$ cat config.mk
export PLATFORM = sky130hd
export DESIGN_NAME = ysyx_040729_clint_arbiter_flat
export DESIGN_NICKNAME = d
export VERILOG_FILES = /design/src/rtl/ysyx_040729_clint_arbiter_if.sv /design/src/rtl/ysyx_040729_clint_arbiter.sv /design/src/flat_wrapper.sv
export SDC_FILE = /design/constraint.sdc
export NUM_CORES = 1
export LEC_CHECK = 0
export ABC_AREA = 0
export CORE_AREA = 2 2 177 179
export CTS_BUF_LIST = sky130_fd_sc_hd__clkbuf_2 sky130_fd_sc_hd__clkbuf_4 sky130_fd_sc_hd__clkbuf_8
export DETAILED_ROUTE_END_ITERATION = 8
export DIE_AREA = 0 0 179 181
export GPL_TIMING_DRIVEN = 0
export HOLD_SLACK_MARGIN = 0.03
export REMOVE_ABC_BUFFERS = 1
export SETUP_SLACK_MARGIN = 0.02
export SYNTH_ARGS = -nofsm -noshare
export SYNTH_HDL_FRONTEND = slang
export SYNTH_SLANG_ARGS = --single-unit
$ cat constraint.sdc
create_clock -name clock -period 3.4 [get_ports clock]
set_clock_uncertainty 0.15 [all_clocks]
set_input_delay 0.68 -clock clock [delete_from_list [all_inputs] [get_ports clock]]
set_output_delay 0.68 -clock clock [all_outputs]
set_load 0.03 [all_outputs]
$ cat src/rtl/ysyx_040729_clint_arbiter_if.sv
// Requester-side channel of the CLINT arbiter: a request (valid/ready) and its response (valid/ready).
// The arbiter takes the slave modport; a requester drives the master modport.
interface ysyx_040729_clint_arbiter_if #(
  parameter int DATA_WIDTH = 64,
  parameter int ADDR_WIDTH = 16
);
  logic                  rq_valid;
  logic                  rq_ready;
  logic [ADDR_WIDTH-1:0] rq_addr;
  logic [DATA_WIDTH-1:0] rq_wdata;
  logic                  rq_wen;
  logic [2:0]            rq_size;
  logic                  rs_valid;
  logic                  rs_ready;
  logic [DATA_WIDTH-1:0] rs_rdata;

  modport master (
    output rq_valid, rq_addr, rq_wdata, rq_wen, rq_size, rs_ready,
    input  rq_ready, rs_valid, rs_rdata
  );

  modport slave (
    input  rq_valid, rq_addr, rq_wdata, rq_wen, rq_size, rs_ready,
    output rq_ready, rs_valid, rs_rdata
  );
endinterface

$ cat src/rtl/ysyx_040729_clint_arbiter.sv
// Two-requester arbiter/sequencer for the single CLINT register port (req 0 = LSU, req 1 = debug/aux).
// Define CLINT_ARB_RR_EN for round-robin arbitration; otherwise rq0 wins ties (fixed priority).
module ysyx_040729_clint_arbiter #(
  parameter int DATA_WIDTH = 64,
  parameter int ADDR_WIDTH = 16
) (
  input  logic                          clock,
  input  logic                          reset,
  ysyx_040729_clint_arbiter_if.slave    rq0,
  ysyx_040729_clint_arbiter_if.slave    rq1,
  output logic                          clint_sel,
  output logic                          clint_wen,
  output logic [ADDR_WIDTH-1:0]         clint_addr,
  output logic [DATA_WIDTH-1:0]         clint_wdata,
  output logic [2:0]                    clint_size,
  input  logic [DATA_WIDTH-1:0]         clint_rdata
);

  typedef enum logic [1:0] {
    IDLE  = 2'd0,
    ISSUE = 2'd1,
    LOAD  = 2'd2,
    RESP  = 2'd3
  } state_t;

  state_t                state;
  state_t                state_next;
  logic                  grant;
  logic                  accept;
  logic                  resp_ready;
  logic                  rq0_ready;
  logic                  rq1_ready;
  logic                  rs0_valid;
  logic                  rs1_valid;
  logic [ADDR_WIDTH-1:0] lat_addr;
  logic [DATA_WIDTH-1:0] lat_wdata;
  logic                  lat_wen;
  logic [2:0]            lat_size;
  logic                  lat_id;
  logic [DATA_WIDTH-1:0] resp_data;

`ifdef CLINT_ARB_RR_EN
  logic ptr;

  // ptr names the requester preferred on a tie; a lone requester is granted regardless
  always_comb begin
    grant = 1'b0;
    if (rq0.rq_valid && rq1.rq_valid) grant = ptr;
    else                              grant = rq1.rq_valid;
  end

  always_ff @(posedge clock) begin
    if (!reset)      ptr <= 1'b0;
    else if (accept) ptr <= ~grant;
  end
`else
  always_comb begin
    grant = rq1.rq_valid & ~rq0.rq_valid;
  end
`endif

  always_comb begin
    accept     = (state == IDLE) && (rq0.rq_valid || rq1.rq_valid);
    rq0_ready  = (state == IDLE) && rq0.rq_valid && !grant;
    rq1_ready  = (state == IDLE) && rq1.rq_valid && grant;
    resp_ready = lat_id ? rq1.rs_ready : rq0.rs_ready;
    rs0_valid  = (state == RESP) && !lat_id;
    rs1_valid  = (state == RESP) && lat_id;
  end

  always_comb begin
    state_next = state;
    case (state)
      IDLE:    if (accept) state_next = ISSUE;
      ISSUE:   state_next = lat_wen ? RESP : LOAD;
      LOAD:    state_next = RESP;
      RESP:    if (resp_ready) state_next = IDLE;
      default: state_next = IDLE;
    endcase
  end

  // Write responses carry zero, so the buffer is cleared on every accept and only LOAD refills it
  always_ff @(posedge clock) begin
    if (!reset) begin
      state     <= IDLE;
      lat_addr  <= '0;
      lat_wdata <= '0;
      lat_wen   <= 1'b0;
      lat_size  <= '0;
      lat_id    <= 1'b0;
      resp_data <= '0;
    end else begin
      state <= state_next;
      if (accept) begin
        lat_addr  <= grant ? rq1.rq_addr  : rq0.rq_addr;
        lat_wdata <= grant ? rq1.rq_wdata : rq0.rq_wdata;
        lat_wen   <= grant ? rq1.rq_wen   : rq0.rq_wen;
        lat_size  <= grant ? rq1.rq_size  : rq0.rq_size;
        lat_id    <= grant;
        resp_data <= '0;
      end
      if (state == LOAD) resp_data <= clint_rdata;
    end
  end

  assign clint_sel    = (state == ISSUE);
  assign clint_wen    = (state == ISSUE) && lat_wen;
  assign clint_addr   = lat_addr;
  assign clint_wdata  = lat_wdata;
  assign clint_size   = lat_size;

  assign rq0.rq_ready = rq0_ready;
  assign rq1.rq_ready = rq1_ready;
  assign rq0.rs_valid = rs0_valid;
  assign rq1.rs_valid = rs1_valid;
  assign rq0.rs_rdata = rs0_valid ? resp_data : '0;
  assign rq1.rs_rdata = rs1_valid ? resp_data : '0;

endmodule

$ cat src/flat_wrapper.sv
// flat-port wrapper written by rule: the top's interface ports become plain ports
module ysyx_040729_clint_arbiter_flat 
#(
  parameter int DATA_WIDTH = 64,
  parameter int ADDR_WIDTH = 16
)
  (clock, reset, clint_sel, clint_wen, clint_addr, clint_wdata, clint_size, clint_rdata, rq0_rq_valid, rq0_rq_addr, rq0_rq_wdata, rq0_rq_wen, rq0_rq_size, rq0_rs_ready, rq0_rq_ready, rq0_rs_valid, rq0_rs_rdata, rq1_rq_valid, rq1_rq_addr, rq1_rq_wdata, rq1_rq_wen, rq1_rq_size, rq1_rs_ready, rq1_rq_ready, rq1_rs_valid, rq1_rs_rdata);
  ysyx_040729_clint_arbiter_if #(.DATA_WIDTH(DATA_WIDTH), .ADDR_WIDTH(ADDR_WIDTH)) rq0_i ();
  ysyx_040729_clint_arbiter_if #(.DATA_WIDTH(DATA_WIDTH), .ADDR_WIDTH(ADDR_WIDTH)) rq1_i ();
  input  logic clock;
  input  logic reset;
  output logic clint_sel;
  output logic clint_wen;
  output logic [ADDR_WIDTH-1:0] clint_addr;
  output logic [DATA_WIDTH-1:0] clint_wdata;
  output logic [2:0] clint_size;
  input  logic [DATA_WIDTH-1:0] clint_rdata;
  input wire logic [$bits(rq0_i.rq_valid)-1:0] rq0_rq_valid;
  input wire logic [$bits(rq0_i.rq_addr)-1:0] rq0_rq_addr;
  input wire logic [$bits(rq0_i.rq_wdata)-1:0] rq0_rq_wdata;
  input wire logic [$bits(rq0_i.rq_wen)-1:0] rq0_rq_wen;
  input wire logic [$bits(rq0_i.rq_size)-1:0] rq0_rq_size;
  input wire logic [$bits(rq0_i.rs_ready)-1:0] rq0_rs_ready;
  output wire logic [$bits(rq0_i.rq_ready)-1:0] rq0_rq_ready;
  output wire logic [$bits(rq0_i.rs_valid)-1:0] rq0_rs_valid;
  output wire logic [$bits(rq0_i.rs_rdata)-1:0] rq0_rs_rdata;
  input wire logic [$bits(rq1_i.rq_valid)-1:0] rq1_rq_valid;
  input wire logic [$bits(rq1_i.rq_addr)-1:0] rq1_rq_addr;
  input wire logic [$bits(rq1_i.rq_wdata)-1:0] rq1_rq_wdata;
  input wire logic [$bits(rq1_i.rq_wen)-1:0] rq1_rq_wen;
  input wire logic [$bits(rq1_i.rq_size)-1:0] rq1_rq_size;
  input wire logic [$bits(rq1_i.rs_ready)-1:0] rq1_rs_ready;
  output wire logic [$bits(rq1_i.rq_ready)-1:0] rq1_rq_ready;
  output wire logic [$bits(rq1_i.rs_valid)-1:0] rq1_rs_valid;
  output wire logic [$bits(rq1_i.rs_rdata)-1:0] rq1_rs_rdata;
  assign rq0_i.rq_valid = rq0_rq_valid;
  assign rq0_i.rq_addr = rq0_rq_addr;
  assign rq0_i.rq_wdata = rq0_rq_wdata;
  assign rq0_i.rq_wen = rq0_rq_wen;
  assign rq0_i.rq_size = rq0_rq_size;
  assign rq0_i.rs_ready = rq0_rs_ready;
  assign rq0_rq_ready = rq0_i.rq_ready;
  assign rq0_rs_valid = rq0_i.rs_valid;
  assign rq0_rs_rdata = rq0_i.rs_rdata;
  assign rq1_i.rq_valid = rq1_rq_valid;
  assign rq1_i.rq_addr = rq1_rq_addr;
  assign rq1_i.rq_wdata = rq1_rq_wdata;
  assign rq1_i.rq_wen = rq1_rq_wen;
  assign rq1_i.rq_size = rq1_rq_size;
  assign rq1_i.rs_ready = rq1_rs_ready;
  assign rq1_rq_ready = rq1_i.rq_ready;
  assign rq1_rs_valid = rq1_i.rs_valid;
  assign rq1_rs_rdata = rq1_i.rs_rdata;
  ysyx_040729_clint_arbiter #(.DATA_WIDTH(DATA_WIDTH), .ADDR_WIDTH(ADDR_WIDTH)) u_core (.clock(clock), .reset(reset), .rq0(rq0_i), .rq1(rq1_i), .clint_sel(clint_sel), .clint_wen(clint_wen), .clint_addr(clint_addr), .clint_wdata(clint_wdata), .clint_size(clint_size), .clint_rdata(clint_rdata));
endmodule
==> results of run 1 <==
## final cells by class
cell class | count | share of cell area
antenna | 2 | 0.000394
clock buffer | 21 | 0.0213
clock inverter | 11 | 0.00994
inverter | 3 | 0.00128
multi-input combinational | 603 | 0.311
sequential | 151 | 0.238
tap | 396 | 0.0390
timing repair buffer | 472 | 0.379
## layout by cell type, fill, tap and decap left out, drive strengths merged, types with 2 or more instances in the layout
master / n
nand3b: 64
inv: 2
clkinv: 9
clkbuf: 21
nor2b: 6
and3: 64
clkdlybuf4s50: 420
ha: 6
a21oi: 67
buf: 18
a211oi: 84
dfxtp: 151
dlygate4sd2: 34
and2: 68
mux2i: 86
diode: 2
nor2: 84
nand2: 66
bufinv: 2
## per-layer routing
layer  vias to the layer above  global-route usage  share of wire
met5                         -                   0        0.00095
met4                         4              0.0527          0.012
met3                        23              0.0783           0.11
met2                       302               0.312           0.48
met1                      3515               0.203           0.40
li1                       3761                   -              -
## timing repair
item	CTS	global route
gates resized for setup	40	0
cloned	4	0
buffers inserted	5	3
setup endpoints to repair	125	16
pin swaps	1	1
## cells by family after synthesis
| group | after synthesis | synth area share |
|---|---|---|
| adder cells (fa/ha/maj) | 6 | 0.0103 |
| multiplexers | 86 | 0.118 |
| AND/OR/NAND/NOR | 351 | 0.261 |
| AO/OA/AOI/OAI | 156 | 0.137 |
| buffers and inverters | 89 | 0.0587 |
| flip-flops | 151 | 0.415 |
## registers in the layout, indices dropped and copies added, names as in the netlist
| name | cells |
|---|---|
| u_core.clint_wdata | 64 |
| u_core.resp_data | 64 |
| u_core.clint_addr | 16 |
| u_core.clint_size | 3 |
| u_core.state | 2 |
| u_core.lat_id | 1 |
| u_core.lat_wen | 1 |
## worst max-delay path by stage
stage / start / end / slack, ps
floorplan: rq0_rq_valid / rq1_rq_ready / -4150
global placement: rq1_rq_valid / u_core.clint_wdata[1] / -7330
detailed placement: rq1_rq_valid / rq1_rq_ready / -340
CTS: u_core.state[0] / rq0_rs_rdata[9] / 20
global route: u_core.state[0] / rq0_rs_rdata[40] / 10
finish: u_core.state[0] / rq0_rs_rdata[39] / 160
## through the flow
step	TNS (ps)	utilization	hold slack [ps]	total power, W	area (sq um)
after floorplan	-339380	-	321	0.00495	6870
after global placement	-948360	0.393	331	0.00598	11900
after detailed placement	-888	0.402	334	0.00657	12200
after CTS	0	0.417	350	0.00815	12700
after global routing	0	0.419	370	0.00857	12700
final	0	0.419	349	0.00807	12700
## worst max-delay path: cells and delay by family, from the launching register on
family                     cells  cell delay (ps)
adders and majority gates      1              320
buffers and inverters          1              720
DFF                            1              490
and+or+nand+nor                2              420
## report_power, final
| group | internal (W) | switching [W] | total, W |
|---|---|---|---|
| Sequential | 0.00230 | 0.000324 | 0.00262 |
| Combinational | 0.00166 | 0.00234 | 0.00400 |
| Clock | 0.000698 | 0.000759 | 0.00146 |
==> results.md, run 1 <==
Setup path:
- STA classifies the critical path endpoint as an output pin.
- The peak per-stage delay on the critical path is around 700 ps.
- The critical path goes through ha_2 -> nor2b_4 -> and2_1 -> clkdlybuf4s50_1.
- The number of cell instances on the worst register-to-register path is 6.
- The largest fanout of any net on the critical path is 6.
- The worst setup slack for register-to-register paths is 730 ps.
- The setup path with the least slack is of type reg -> out.
- The worst path arrival time is around 2400 ps.
- STA classifies the critical path startpoint as a flop.
- The endpoint identified for the worst register-to-register timing path is u_core.clint_wdata[50].
- The critical path data required time is between 2000 and 3000 ps.
- In this run the critical register-to-register path is launched from u_core.state[0].
- The slowest stage of the critical path is the sky130_fd_sc_hd__clkdlybuf4s50_1 cell.

Clock tree:
- The number of hold buffers added after CTS was 0.
- The number of buffers inserted during clock tree synthesis is 17.
- In this run the clock root is driven by a sky130_fd_sc_hd__clkbuf_8.
- The clock drives around 150 sinks.
- The maximum level of the CTS H-tree is 4.
- Clock latency on the worst-skew pair, taken at its later pin, is 460 ps.
- The worst-case clock buffer depth is 2.
- The clock tree from TritonCTS is done.
- After clock tree synthesis, the clock-pin slew on the worst setup and hold paths is around 100 ps.

Worst hold path:
- The worst hold path terminates at u_core.resp_data[56].
- In this run the most critical hold path is launched from u_core.resp_data[56].
- The worst hold path passes through 2 cells.
- In this run the worst hold path is classified as reg -> reg.

Layout:
- After filler insertion, the fill cell instance count of the layout stands at 3,079.
- The synthesis-to-layout area growth is 74.4%.
- In the final layout, the multi-input gates occupy approximately 0.0040 sq mm.
- The register area is slightly above 0.003 sq mm.
- In the final layout, the share of cells above drive strength 1 is 0.0508.
- After the flow finishes, the layout carries non-filler instances totaling 1,659.
- In the final design database the tool counted 1,492 nets.

Floorplan:
- In this run the horizontal extent of the chip is roughly 180 um.
- 455 I/O pins were placed.
- The chip height is 181 um.
- The die covers about 0.032 sq mm.
- The total area inside the core boundary comes to slightly above 0.03 sq mm.
- The number of placement rows is 64.
- The effective utilization at floorplan is 0.240.

Synthesis:
- The post-synthesis cell type with the largest combined area is sky130_fd_sc_hd__dfxtp_1.
- The number of standard cells after synthesis is 839.
- The netlist uses 26 different library cells.
- The part of the Yosys area used for sequential elements is 0.415.
- Synthesis inferred 151 register bits.
- Yosys mapped a number of flops with a built-in enable equal to 0.
- The cell area after synthesis is ~0.0073 sq mm.
- The area share of the largest cell type after synthesis is 0.415.
- Among all flip-flop cells after synthesis, the most frequent one is sky130_fd_sc_hd__dfxtp_1.
- The share of synthesized flip-flops with an asynchronous set or reset is 0.
- The number of warnings printed during yosys synthesis is 0.
- The commonest cells after synthesis are 151 x sky130_fd_sc_hd__dfxtp_1, 86 x sky130_fd_sc_hd__mux2i_1, 84 x sky130_fd_sc_hd__a211oi_1, 84 x sky130_fd_sc_hd__nor2_1, 68 x sky130_fd_sc_hd__and2_1.
- The average instance area after synthesis is a little under 9 sq um.
- sky130_fd_sc_hd__dfxtp_1 is the most common cell in the netlist.
- Ranked by total cell area, the synthesized netlist is headed by sky130_fd_sc_hd__dfxtp_1 41%, sky130_fd_sc_hd__mux2i_1 12%, sky130_fd_sc_hd__a211oi_1 8.7%.

Place:
- OpenSTA, run right after detailed placement, puts the worst setup slack at -343 ps.
- Port buffering added between 400 and 500 buffers.
- At the end of routability-driven placement, the weighted congestion stood at between 0.7 and 0.8.
- The post-detailed-placement half-perimeter wirelength is between 20,000 and 25,000 um.
- The instance count after placement with tap cells included is 1,613.

Global routing:
- For this run, the total global-route usage over all layers was measured as 0.182.
- The overall overflow remaining after global route is 0.
- The number of antenna violations at the first check in global routing came to 5.
- Entering global routing, the biggest net connects between 100 and 150 pins.
- The number of global-route vias before repair was around 7,500.
- The first global-routing pass estimated ~45,000 um of wire.

STA:
- The fmax is 0.308 GHz.
- Setup repair after global routing could not meet its margin everywhere.
- The share of the cycle needed by the critical path after routing is 0.954.
- The time the final worst path needs with I/O delays and setup is 3240 ps.
- The worst path setup slack after routing is around 160 ps.
- The final-report max-slew violation count came to 0.
- The final-report setup violation count is 0.
- For the pin with the worst max-slew slack, the measured transition is roughly 940 ps.
- The total count of hold-check failures in the final report was 0.
- The relative slew slack is 0.372.

Drt:
- The routed wire length is approximately 30,000 um.
- The total via count in the routed design is between 7,000 and 8,000.
- The count of unresolved DRC violations after routing is 0.
- The first routing iteration left 288 violations.
- Dividing the detail-routed wire length by the instance count gives 18.3 um.
- The remaining antenna violation count is 0.
- The first TritonRoute pass finished after 4 iterations.
- After detailed routing, the number of vias per cell comes to ~4.6.

Pwr:
- The largest vdd supply drop is 0.368 mV.
- In this run the static leakage power is ~4.9 nW.
- The power per standard cell area is around 640 mW/mm^2.

Flow run:
- Max-cap violations in this run came to 0.

Run status:
- The run finished with clean final reports.
(Power assumes the default switching activity.)
==> run 2, diff against run 1 <==
- CELL_PAD_IN_SITES_DETAIL_PLACEMENT: not set -> 1
- CELL_PAD_IN_SITES_GLOBAL_PLACEMENT: not set -> 1
- CORE_AREA: 2 2 177 179 -> 2 2 175 177
- DIE_AREA: 0 0 179 181 -> 0 0 177 179
- PLACE_DENSITY_LB_ADDON: not set -> 0.1
==> run 2 against run 1 <==
- global-route usage is 0.65 points higher
- power decreased by 0.29%
- die area shrank 2.2%
- via count fell by 0.38%
- clock power fell by 4%
- sequential cell count did not move
- critical endpoint is now rq1_rs_rdata[50]
- count of clock-buffer cells in the layout down 2
- sequential share of layout area is essentially flat
- cell count fell by 0.36%
- first-iteration DRC count grew 25%
- maximum frequency down 0.45%
- hold slack better by 1.4 ps
==> results.md, run 2 (synthesis results as in run 1) <==
Run status:
- The flow ran to the end, and the final reports show no timing, DRC or antenna violations.

Clock tree:
- Buffers inserted during clock tree synthesis total 17.
- The worst-case clock buffer depth is 2.
- The maximum level of the CTS H-tree is 4.
- For this design, the sink count on the clock tree is roughly 150.
- The hold buffer count at cts is 0.
- For the worst-skew pair, the clock arrives at the later sink with an insertion delay of around 440 ps.
- The clock-pin slew on the worst setup and hold paths is roughly 80 ps.
- The clock tree from TritonCTS is done.
- The tree is rooted in a sky130_fd_sc_hd__clkbuf_8.

STA:
- The fmax is between 0.3 and 0.4 GHz.
- Of the available clock period, the critical path in the final layout requires 0.958.
- Setup repair after global routing left no endpoint under its margin.
- The final-report max-slew violation count is 0.
- Setup violations remaining at the end of the flow were counted as 0.
- The total count of hold-check failures in the final report is 0.
- After layout, the minimum clock period comes to around 3300 ps.
- The slew at the pin with the worst max-slew slack is about 900 ps.
- The worst pin sits at a relative slew slack of 0.407.

Layout:
- The layout net count is 1,485.
- The area growth from synthesis to layout is 74.3%.
- The library cells used most frequently in the layout, excluding fill and tap cells, are 434 x sky130_fd_sc_hd__clkdlybuf4s50_1, 149 x sky130_fd_sc_hd__dfxtp_1, 86 x sky130_fd_sc_hd__mux2i_1.
- The register area is 0.00303 sq mm.
- The final instance area is roughly 0.013 sq mm.
- The area used by multi-input combinational logic is slightly below 0.004 sq mm.
- The non-filler instance count after layout is 1,653.
- The most common cell after layout, fill and taps aside is sky130_fd_sc_hd__clkdlybuf4s50_1.
- The layout cell share with drive strength beyond 1 is 0.0439.
- The layout has roughly 3,400 filler cells.

Floorplan:
- Measured along the x axis, the die boundary spans between 150 and 200 um.
- The floorplan die area is around 0.032 sq mm.
- In this run the count of I/O pins placed on the die edge is roughly 460.
- The number of placement rows is 64.
- For this configuration, the core starts out at a cell density of 0.243.
- The total area inside the core boundary comes to roughly 0.03 sq mm.
- The die is 179 um tall.

Global routing:
- The largest net degree at the start of global routing is 106.
- The number of antenna violations at the first check in global routing was 5.
- The first-pass GRT wire length is between 40,000 and 50,000 um.
- The total overflow left after global routing is 0.
- The number of global-route vias before repair is 7,527.
- For this run, the total global-route usage over all layers was measured as 0.188.

Setup path:
- The library cell contributing the largest single delay on the critical path is sky130_fd_sc_hd__clkdlybuf4s50_1.
- Traced cell by cell, the critical path runs through ha_4 -> buf_12 -> and3_1 -> clkdlybuf4s50_1.
- The nature of the critical path endpoint is an output pin.
- The largest fanout of any net on the critical path is 56.
- Counting both buffers and inverters, the worst setup path holds a total of 2.
- The critical setup path kind is reg -> out.
- Among cell families on the critical path, the largest total delay comes from buffers and inverters.
- For this run, the slowest stage of the critical path takes roughly 730 ps.
- The startpoint class of the critical path is a flop.
- The worst path arrival time is about 2400 ps.
- The critical path data required time is between 2000 and 3000 ps.

Place:
- The instance count after placement with tap cells included is roughly 1,600.
- The final weighted congestion in routability-driven placement is roughly 0.75.
- The number of input and output port buffers inserted is between 400 and 500.
- Once placement finished, the instance area stood at about 0.012 sq mm.
- After legalization and detailed placement, the total HPWL measured 22,300 um.

Pwr:
- The largest vdd supply drop is 0.363 mV.
- The design draws ~0.008 W.
- Dividing total power by cell area gives a power density of 634 mW/mm^2.
- The static leakage is 5.04 nW.

Drt:
- The first routing iteration left 360 violations.
- The detailed-routing iteration count for the pre-antenna-repair pass is 6.
- The final routed wire length divided by cell count is about 19 um.
- The count of nets left with antenna violations once routing finished came out at 0.
- The routed wire length is around 31,000 um.
- In the routed design, unresolved DRC markers number 0.
- The final route contains ~7,600 vias.
- The detail-routed via count per cell is approximately 4.6.

Flow run:
- The number of max-cap violations is 0.

Worst hold path:
- The path type of the worst min-delay path is reg -> reg.
==> run 2: through the flow <==
stage | setup TNS, ps | setup slack [ps] | utilization | hold slack [ps]
after CTS | 0 | 20.7 | 0.421 | 352
final | 0 | 143 | 0.423 | 350
after floorplan | -339380 | -4150 | - | 321
after detailed placement | -506 | -496 | 0.407 | 336
after global routing | 0 | 16.4 | 0.423 | 371
after global placement | -989800 | -7420 | 0.397 | 332
==> run 2: per-layer routing <==
| metal | GRT usage | wire (um) | vias to the layer above |
|---|---|---|---|
| li1 | - | - | 3737 |
| met1 | 0.214 | 12200 | 3501 |
| met2 | 0.319 | 15000 | 301 |
| met3 | 0.0759 | 3010 | 35 |
| met4 | 0.0668 | 773 | 2 |
| met5 | 0 | 11 | - |
==> run 2: worst reg2reg max path, cell delays in order (launching register included) <==
cell and delay [ps]:
sky130_fd_sc_hd__dfxtp_1 390, sky130_fd_sc_hd__inv_1 190, sky130_fd_sc_hd__ha_1 340, sky130_fd_sc_hd__o21a_4 760, sky130_fd_sc_hd__buf_16 390, sky130_fd_sc_hd__nor2_1 100, sky130_fd_sc_hd__a211oi_1 230
==> run 2: cell type report <==
cell class	instances	share of cell area
sequential	151	0.238
multi-input combinational	601	0.309
timing repair buffer	467	0.382
clock buffer	19	0.0206
inverter	3	0.00128
tap	396	0.0390
antenna	4	0.000788
clock inverter	12	0.00926
==> run 2: timing repair <==
item / CTS / global route
setup buffers: 2 / 0
setup endpoints to repair: 72 / 52
cloned: 2 / 0
gates resized for setup: 2 / 21
==> run 2: final timing paths <==
| kind | endpoint | startpoint | slack [ps] | cells past startpoint |
|---|---|---|---|---|
| worst max-delay path | rq1_rs_rdata[50] | u_core.state[0] | 140 | 4 |
| worst min-delay path | u_core.clint_wdata[60] | u_core.clint_wdata[60] | 350 | 2 |
| worst max register to register | u_core.clint_addr[1] | u_core.state[0] | 750 | 6 |
| worst min register to register | u_core.clint_wdata[60] | u_core.clint_wdata[60] | 350 | 2 |
==> run 2: report_power, final <==
part / internal, W / switching, W
registers: 0.00230 / 0.000330
logic: 0.00165 / 0.00237
clock network: 0.000623 / 0.000781
